**src/rtl/echo_cancel_apply.sv**
```systemverilog
// Applies the active 4-tap coefficient set to the far-end delay line via a shared FPU.
// Optional FPU watchdog: define ECHO_FPU_WDOG_EN.
module echo_cancel_apply #(
    parameter int FPU_TIMEOUT = 256
) (
    input  logic        clk_operation,
    input  logic        rst_n,
    input  logic        sample_valid,
    input  logic [63:0] signal,
    input  logic [63:0] signal_mic,
    input  logic        para_valid,
    input  logic [63:0] para_0,
    input  logic [63:0] para_1,
    input  logic [63:0] para_2,
    input  logic [63:0] para_3,
    output logic [63:0] out,
    output logic        out_valid,
    output logic        busy,
    output logic        overrun,
    output logic        fpu_timeout,
    output logic        fpu_enable,
    output logic [2:0]  fpu_op,
    output logic [1:0]  fpu_rmode,
    output logic [63:0] fpu_opa,
    output logic [63:0] fpu_opb,
    input  logic [63:0] fpu_out,
    input  logic        fpu_ready
);

    typedef enum logic [1:0] {IDLE, ISSUE, WAIT, DONE} state_t;

    localparam logic [2:0] OP_ADD = 3'b000;
    localparam logic [2:0] OP_SUB = 3'b001;
    localparam logic [2:0] OP_MUL = 3'b010;

    state_t      state;
    state_t      state_nxt;
    logic [2:0]  idx;
    logic [1:0]  tap;
    logic [63:0] lag  [4];
    logic [63:0] coef [4];
    logic [63:0] pend [4];
    logic [63:0] para [4];
    logic        pend_vld;
    logic [63:0] mic;
    logic [63:0] acc;
    logic [63:0] tmp;
    logic        accept;
    logic        capture;
    logic        abort;
    logic        is_mul;
    logic        is_add;
    logic        is_sub;

    always_comb begin
        para[0] = para_0;
        para[1] = para_1;
        para[2] = para_2;
        para[3] = para_3;
    end

    assign accept    = (state == IDLE) && sample_valid;
    assign capture   = (state == WAIT) && fpu_ready;
    assign busy      = (state != IDLE);
    assign fpu_enable = (state == ISSUE);
    assign fpu_rmode = 2'b00;

    // Op 0 and odd ops below 7 are products; tap index = ceil(idx/2).
    assign is_sub = (idx == 3'd7);
    assign is_mul = (idx == 3'd0) || (idx[0] && !is_sub);
    assign is_add = !is_sub && !is_mul;
    assign tap    = idx[2:1] + {1'b0, idx[0]};

`ifdef ECHO_FPU_WDOG_EN
    localparam int WDW = $clog2(FPU_TIMEOUT + 1);
    logic [WDW-1:0] wd_cnt;
    logic           tmo_q;

    assign abort = (state == WAIT) && !fpu_ready &&
                   (wd_cnt == WDW'(FPU_TIMEOUT - 1));
    assign fpu_timeout = tmo_q;

    always_ff @(posedge clk_operation or negedge rst_n) begin
        if (!rst_n) begin
            wd_cnt <= '0;
            tmo_q  <= 1'b0;
        end else begin
            tmo_q <= abort;
            if (state == ISSUE)
                wd_cnt <= WDW'(1);
            else if (state == WAIT)
                wd_cnt <= wd_cnt + WDW'(1);
        end
    end
`else
    assign abort       = 1'b0;
    assign fpu_timeout = 1'b0;
`endif

    always_comb begin
        state_nxt = state;
        case (state)
            IDLE:  if (sample_valid) state_nxt = ISSUE;
            ISSUE: state_nxt = WAIT;
            WAIT: begin
                if (fpu_ready)
                    state_nxt = is_sub ? DONE : ISSUE;
                else if (abort)
                    state_nxt = IDLE;
            end
            DONE:    state_nxt = IDLE;
            default: state_nxt = IDLE;
        endcase
    end

    always_comb begin
        fpu_op  = OP_ADD;
        fpu_opa = '0;
        fpu_opb = '0;
        if (state == ISSUE || state == WAIT) begin
            unique case (1'b1)
                is_mul: begin
                    fpu_op  = OP_MUL;
                    fpu_opa = lag[tap];
                    fpu_opb = coef[tap];
                end
                is_add: begin
                    fpu_op  = OP_ADD;
                    fpu_opa = acc;
                    fpu_opb = tmp;
                end
                is_sub: begin
                    fpu_op  = OP_SUB;
                    fpu_opa = mic;
                    fpu_opb = acc;
                end
                default: ;
            endcase
        end
    end

    always_ff @(posedge clk_operation or negedge rst_n) begin
        if (!rst_n)
            state <= IDLE;
        else
            state <= state_nxt;
    end

    always_ff @(posedge clk_operation or negedge rst_n) begin
        if (!rst_n) begin
            idx       <= '0;
            mic       <= '0;
            acc       <= '0;
            tmp       <= '0;
            out       <= '0;
            out_valid <= 1'b0;
            overrun   <= 1'b0;
            pend_vld  <= 1'b0;
            for (int i = 0; i < 4; i++) begin
                lag[i]  <= '0;
                coef[i] <= '0;
                pend[i] <= '0;
            end
        end else begin
            out_valid <= abort;
            overrun   <= sample_valid && busy;
            if (abort)
                out <= mic;
            if (accept) begin
                lag[3] <= lag[2];
                lag[2] <= lag[1];
                lag[1] <= lag[0];
                lag[0] <= signal;
                mic    <= signal_mic;
                idx    <= '0;
            end
            if (capture) begin
                if (is_sub) begin
                    out       <= fpu_out;
                    out_valid <= 1'b1;
                end else if (is_mul && idx != 3'd0) begin
                    tmp <= fpu_out;
                end else begin
                    acc <= fpu_out;
                end
                if (!is_sub)
                    idx <= idx + 3'd1;
            end
            // Sets arriving mid-computation wait until the block is idle again.
            if (state == IDLE) begin
                if (para_valid)
                    coef <= para;
            end else if (state_nxt == IDLE) begin
                if (para_valid)
                    coef <= para;
                else if (pend_vld)
                    coef <= pend;
                pend_vld <= 1'b0;
            end else if (para_valid) begin
                pend     <= para;
                pend_vld <= 1'b1;
            end
        end
    end

endmodule

```
**config.mk**
```make
export PLATFORM = sky130hd
export DESIGN_NAME = echo_cancel_apply
export DESIGN_NICKNAME = d
export VERILOG_FILES = /design/src/rtl/echo_cancel_apply.sv
export SDC_FILE = /design/constraint.sdc
export NUM_CORES = 2
export LEC_CHECK = 0
export BUFFER_PORTS_ARGS = -buffer_cell sky130_fd_sc_hd__buf_2
export CELL_PAD_IN_SITES_DETAIL_PLACEMENT = 0
export CELL_PAD_IN_SITES_GLOBAL_PLACEMENT = 1
export CORE_MARGIN = 1.5
export CORE_UTILIZATION = 50
export CTS_CLUSTER_SIZE = 16
export DETAILED_ROUTE_END_ITERATION = 12
export PLACE_DENSITY = 0.95
export SYNTH_ARGS = -nofsm -noshare
export SYNTH_HDL_FRONTEND = slang
export SYNTH_SLANG_ARGS = --single-unit
```
**constraint.sdc**
```tcl
create_clock -name clk_operation -period 4.4 [get_ports clk_operation]
set_clock_uncertainty 0.2 [all_clocks]
set_input_delay 0.22 -clock clk_operation [delete_from_list [all_inputs] [get_ports clk_operation]]
set_output_delay 0.22 -clock clk_operation [all_outputs]
set_load 0.02 [all_outputs]
```
**Yosys cells after proc, flatten, opt, wreduce, memory -nomap -nowiden**

Cells that the tools add are included.
W data, S select, Z words.

- Flip-flop bits (word level): 1032
- Input port bits: 453
- Output and inout bits: 202
- Logic and storage cells: 86

- Add/sub/neg operators: 2
- Magnitude comparators: 1
- Equal/unequal tests: 6
- Multiplexer cells: 28
- Bitwise logic cells: 5
- Reductions and logical operators: 23

Operators by type and width:

| operator | number |
|---|---|
| $mux W256 | 5 |
| $mux W64 | 6 |
| $pmux W64 S3 | 2 |
| $bmux W64 S2 | 2 |
| $reduce_and A3 Y1 | 4 |
| $mux W3 | 3 |
| $mux W2 | 4 |
| $pmux W2 S4 | 1 |
| $logic_and A1 B1 Y1 | 6 |
| $reduce_bool A2 Y1 | 3 |
| $eq A2 B2 Y1 const B | 2 |
| $logic_not A2 Y1 | 2 |
| $mux W1 | 4 |
| $not A1 Y1 | 4 |
| $pmux W2 S2 | 1 |
| $reduce_and A2 Y1 | 2 |
| $add A3 B1 Y3 const B | 1 |
| $eq A3 B3 Y1 const B | 1 |
| $ge A3 B3 Y1 const B | 1 |
| $logic_not A3 Y1 | 1 |
| $ne A3 B3 Y1 const B | 1 |
| $not A2 Y3 | 1 |
| $reduce_bool A3 Y1 | 1 |
| $add A2 B1 Y2 | 1 |
| other kinds (4) | 6 |

**Logic depth before layout (Yosys ltp)**

- Depth after elaboration: 8
- Depth in mapped cells: 10
- Gate-level depth less buffers: 7

**Worst setup path before layout**

OpenSTA, ideal clock, no wires.

- Kind: reg2out
- Start: register idx[0]
- End: output port fpu_opa[54]
- Arrival time: 2.277 ns
- Data required time: 3.980 ns
- Path slack: 1.703 ns
- Cell stages (with the launch flop): 8
- Buffers on the path: 2
- Cell sequence: dfrtp_1 ha_1 ha_1 clkbuf_1 clkbuf_1 mux4_2 nand2_1 a31oi_1

- Longest elaborated chain between the ends: 8
- Elaborated cells on any way between the ends: 14
- Those cells by class: add/sub (1); eq/ne (1); mux (5); bitwise (1); reduce/logical (6)

RTL lines:

| item | line | source |
|---|---|---|
| start: declaration | 38 | `logic [2:0] idx;` |
| start signal: assignment | 187 | `idx <= idx + 3'd1;` |
| parallel branches: the longest is 6 deep, another holds $add A2 B1 Y2 | -- |  |
| $pmux W64 S3 * | 121 | `unique case (1'b1)` |
| $mux W64 * | 120 | `if (state == ISSUE \|\| state == WAIT) begin` |
| end: declaration | 24 | `output logic [63:0] fpu_opa,` |

Every way passes the cells marked *. The select of a mux whose other input is x is not followed.

**Worst setup path after layout**

- Start: register idx[0]
- End: output port fpu_opb[16]

- Longest elaborated chain between the ends: 8
- Elaborated cells on any way between the ends: 14
- Those cells by class: add/sub (1); eq/ne (1); mux (5); bitwise (1); reduce/logical (6)

RTL lines:

| item | line | source |
|---|---|---|
| parallel branches: the longest is 6 deep, another holds $add A2 B1 Y2 | -- |  |
| $pmux W64 S3 * | 121 |  |
| $mux W64 * | 120 |  |
| end: declaration | 25 | `output logic [63:0] fpu_opb,` |

Marked as above.

==> impl_metrics.toml <==
[synthesis]
synthMostInstantiatedCell = "sky130_fd_sc_hd__dfrtp_1"
syn_area_per_cell_sq_um = 11.7
post_synth_design_cell_area_sq_mm = 0.0461
synth_top_flop_cell = "sky130_fd_sc_hd__dfrtp_1"
synth-edff-count = 0
ys_ff_latch = 1032
synth_warnings = 0
number_of_distinct_library_cells_after_synthesis = 31
synth_sequential_area_ratio = 0.561
ys_top_cells_by_area = "sky130_fd_sc_hd__dfrtp_1 (56%), sky130_fd_sc_hd__mux2_2 (15%), sky130_fd_sc_hd__nand2_1 (7.8%)"
post-synth-top-area-fraction = 0.561
synth_top_cells_by_count = "sky130_fd_sc_hd__dfrtp_1 (1032), sky130_fd_sc_hd__nand2_1 (963), sky130_fd_sc_hd__mux2_2 (627)"
synth_cells = 3954
postSynth.asyncResetShare = 1.00
synth_top_area_cell = "sky130_fd_sc_hd__dfrtp_1"

[timing]
setup_tns_ns = 0
finalSetupViolCount = 0
actual_slew_at_the_worst_max_slew_pin_ns = 1.34
max_freq_mhz = 241
period_needed_ns = 4.15
hold_violations = 2
rsz0062_at_grt = "false"
drv_slew = 0
finalHoldWorstSlack_ns = -0.00688
post_route_clock_period_utilization = 0.943
setup_ws_ns = 0.253
slew-limit-headroom = 0.108

[power_and_ir_drop]
switching_share = 0.388
vdd_drop_max_mv = 0.591
internal_power_mw = 28.5
power.net_switching_mw = 18.0
power_frac_seq = 0.364
p_clk_frac = 0.205
leakage_nw = 26.4
pwr_density_cell_mw_per_mm2 = 792
comb_power_share = 0.431

[layout]
final_layout_size_suffix_gt1_frac = 0.334
finalCoreUtilization = 0.642
flow.area_growth_from_synthesis_pct = 27.6
fin_nets = 5399

[worst_setup_path]
worstSetupPathType = "reg -> out"
critical_path_arrival_ns = 3.73
worstSetupStartpointType = "register"
worstPathMaxFanout = 95
setup.worst_path.end_class = "output pin"
crit_required_ns = 3.98

[cts]
cts_tree = "built"
cts_inserted_buffers = 106
tritoncts_sinks = 1032
clk_path_buf_depth = 3
cts.repair.resized = 0
postCtsSetupRepairBufs = 0
clock_root_buffer = "sky130_fd_sc_hd__clkbuf_16"
worst_skew_pair_later_pin_latency_ns = 0.69
cts.reportedPaths.clkPinSlew_ns = 0.06
cts.htree.levels = 3

[drt]
drt-wirelength-per-cell_microns = 23.3
ant_nets_after_route = 0
detailroute.via_count = 36600
final_routed_drc_violation_total = 0
detail_route.wirelength_mm = 146
iteration_count_of_the_initial_detailed_routing_pass = 7
detail_route.iter0.violations = 3868
detail_route.vias_per_cell = 5.85

[floorplan]
rows = 111
initial_utilization = 0.503
floorplan.die.width_microns = 307
die_area_sq_mm = 0.0940
design.portCount = 655
fp.dieH_microns = 307
core-area_sq_mm = 0.0915

[place]
io_buffers = 650
place_congestion = 0.902
place_worst_setup_slack_ns = 0.984
detailedPlacementHpwl_mm = 90.0

[status]
outcome = "finished, violations left"
violated_checks = "negative hold slack"

[global_routing]
grt_antenna_before_repair = 39
grt_first_pass_wirelength_mm = 221
vias_in_the_first_global_route = 37300
grt_util_all_layers = 0.306
globalRoute.totalOverflow = 0
maximum_number_of_pins_on_one_net_before_global_route_repair = 183

[run]
timing.max_cap.violations = 0

[min_path]
hp-class = "in -> async"
## final timing paths
kind / cells after the start / slack (ns) / from / to
max in group asynchronous: 3 / 2.76 / rst_n / mic[24]$_DFFE_PN0P_
hold reg to reg: 2 / 0.27 / out[36]$_DFFE_PN0P_ / out[36]$_DFFE_PN0P_
setup / recovery: 8 / 0.25 / idx[0]$_DFF_PN0_ / fpu_opb[16]
min in group clk_operation: 4 / 0.08 / fpu_out[3] / out[3]$_DFFE_PN0P_
hold / removal: 2 / -0.007 / rst_n / pend[4]$_DFFE_PN0P_
setup reg to reg: 7 / 0.97 / state[0]$_DFF_PN0_ / pend[94]$_DFFE_PN0P_
## per-layer routing
layer / part of all wire / vias up / GRT usage
met5: 0.00060 / - / 0
met4: 0.056 / 14 / 0.157
met3: 0.084 / 509 / 0.0677
met2: 0.46 / 1797 / 0.467
met1: 0.40 / 18500 / 0.412
li1: - / 15800 / -
## power by group through the flow
stage	registers (mW)	clock network (mW)	logic (mW)
6_report	16.9	9.55	20.0
5_1_grt	17.4	10.0	21.4
3_5_place_dp	16.8	0	19.3
4_1_cts	16.7	9.62	19.7
2_1_floorplan	15.8	0	13.9
3_3_place_gp	16.5	0	18.9
## area by class of cell
cell class	instances	area (sq um)
diodes	37	92.6
inverters	14	57.6
multi-input cells	2605	18800
fillers	6498	32800
clock inverters	42	517
clock buffers	156	3190
well taps	1186	1480
flip-flops and latches	1032	25800
repair buffers	1181	8760
## sequential cells by signal (all words and copies together), names as in the netlist
name / cells
coef: 256
lag: 256
pend: 256
acc: 64
mic: 64
out: 64
tmp: 64
idx: 3
state: 2
out_valid: 1
overrun: 1
pend_vld: 1
## cell families after synthesis
family | Yosys count | synth area share
AOI/OAI and AO/OA | 397 | 0.0543
adders and majority gates | 6 | 0.00163
buffers and inverters | 320 | 0.0331
DFF | 1032 | 0.561
muxes | 833 | 0.235
other | 1 | 0.0000814
and+or+nand+nor | 1365 | 0.115
## worst max-delay path, cell delays in order (launching register included)
cell                       delay [ns]
sky130_fd_sc_hd__dfrtp_1         0.56
sky130_fd_sc_hd__inv_1           0.19
sky130_fd_sc_hd__ha_4            0.20
sky130_fd_sc_hd__nand2b_1        0.28
sky130_fd_sc_hd__a21boi_4        0.30
sky130_fd_sc_hd__buf_12          0.34
sky130_fd_sc_hd__nand3_1         0.14
sky130_fd_sc_hd__a31oi_1         0.56
sky130_fd_sc_hd__buf_2           0.29
## stage by stage
| step | hold slack [ns] | total power, mW | cell area [sq um] | instances |
|---|---|---|---|---|
| 6_report | -0.00688 | 46.5 | 58800 | 6253 |
| 5_1_grt | 0.0300 | 48.9 | 58700 | 6243 |
| 4_1_cts | 0.0143 | 46.1 | 58700 | 6216 |
| 3_5_place_dp | 0.170 | 36.1 | 50400 | 5566 |
| 3_3_place_gp | 0.173 | 35.4 | 50400 | 5566 |
| 2_1_floorplan | -0.276 | 29.7 | 46100 | 3957 |
## placed cells by master (no fill, tap or decap), types with 10 or more instances in the layout
cell type | netlist | final
sky130_fd_sc_hd__a31oi_1 | 384 | 384
sky130_fd_sc_hd__buf_12 | 0 | 30
sky130_fd_sc_hd__buf_2 | 97 | 649
sky130_fd_sc_hd__buf_4 | 52 | 49
sky130_fd_sc_hd__bufinv_16 | 0 | 10
sky130_fd_sc_hd__clkbuf_1 | 144 | 17
sky130_fd_sc_hd__clkbuf_16 | 0 | 108
sky130_fd_sc_hd__clkbuf_8 | 0 | 31
sky130_fd_sc_hd__clkinv_2 | 0 | 21
sky130_fd_sc_hd__dfrtp_1 | 1032 | 1032
sky130_fd_sc_hd__diode_2 | 0 | 37
sky130_fd_sc_hd__dlygate4sd3_1 | 0 | 452
sky130_fd_sc_hd__inv_1 | 13 | 11
sky130_fd_sc_hd__mux2_1 | 78 | 78
sky130_fd_sc_hd__mux2_2 | 627 | 627
sky130_fd_sc_hd__mux4_2 | 128 | 128
sky130_fd_sc_hd__nand2_1 | 963 | 961
sky130_fd_sc_hd__nand3_1 | 134 | 132
sky130_fd_sc_hd__nor2_1 | 260 | 259
## repair_timing
item,4_1_cts,5_1_grt
setup endpoints to repair,0,0
hold endpoints to repair,919,0
hold buffers,452,0
No activity file was read; power rests on OpenSTA's default activity.
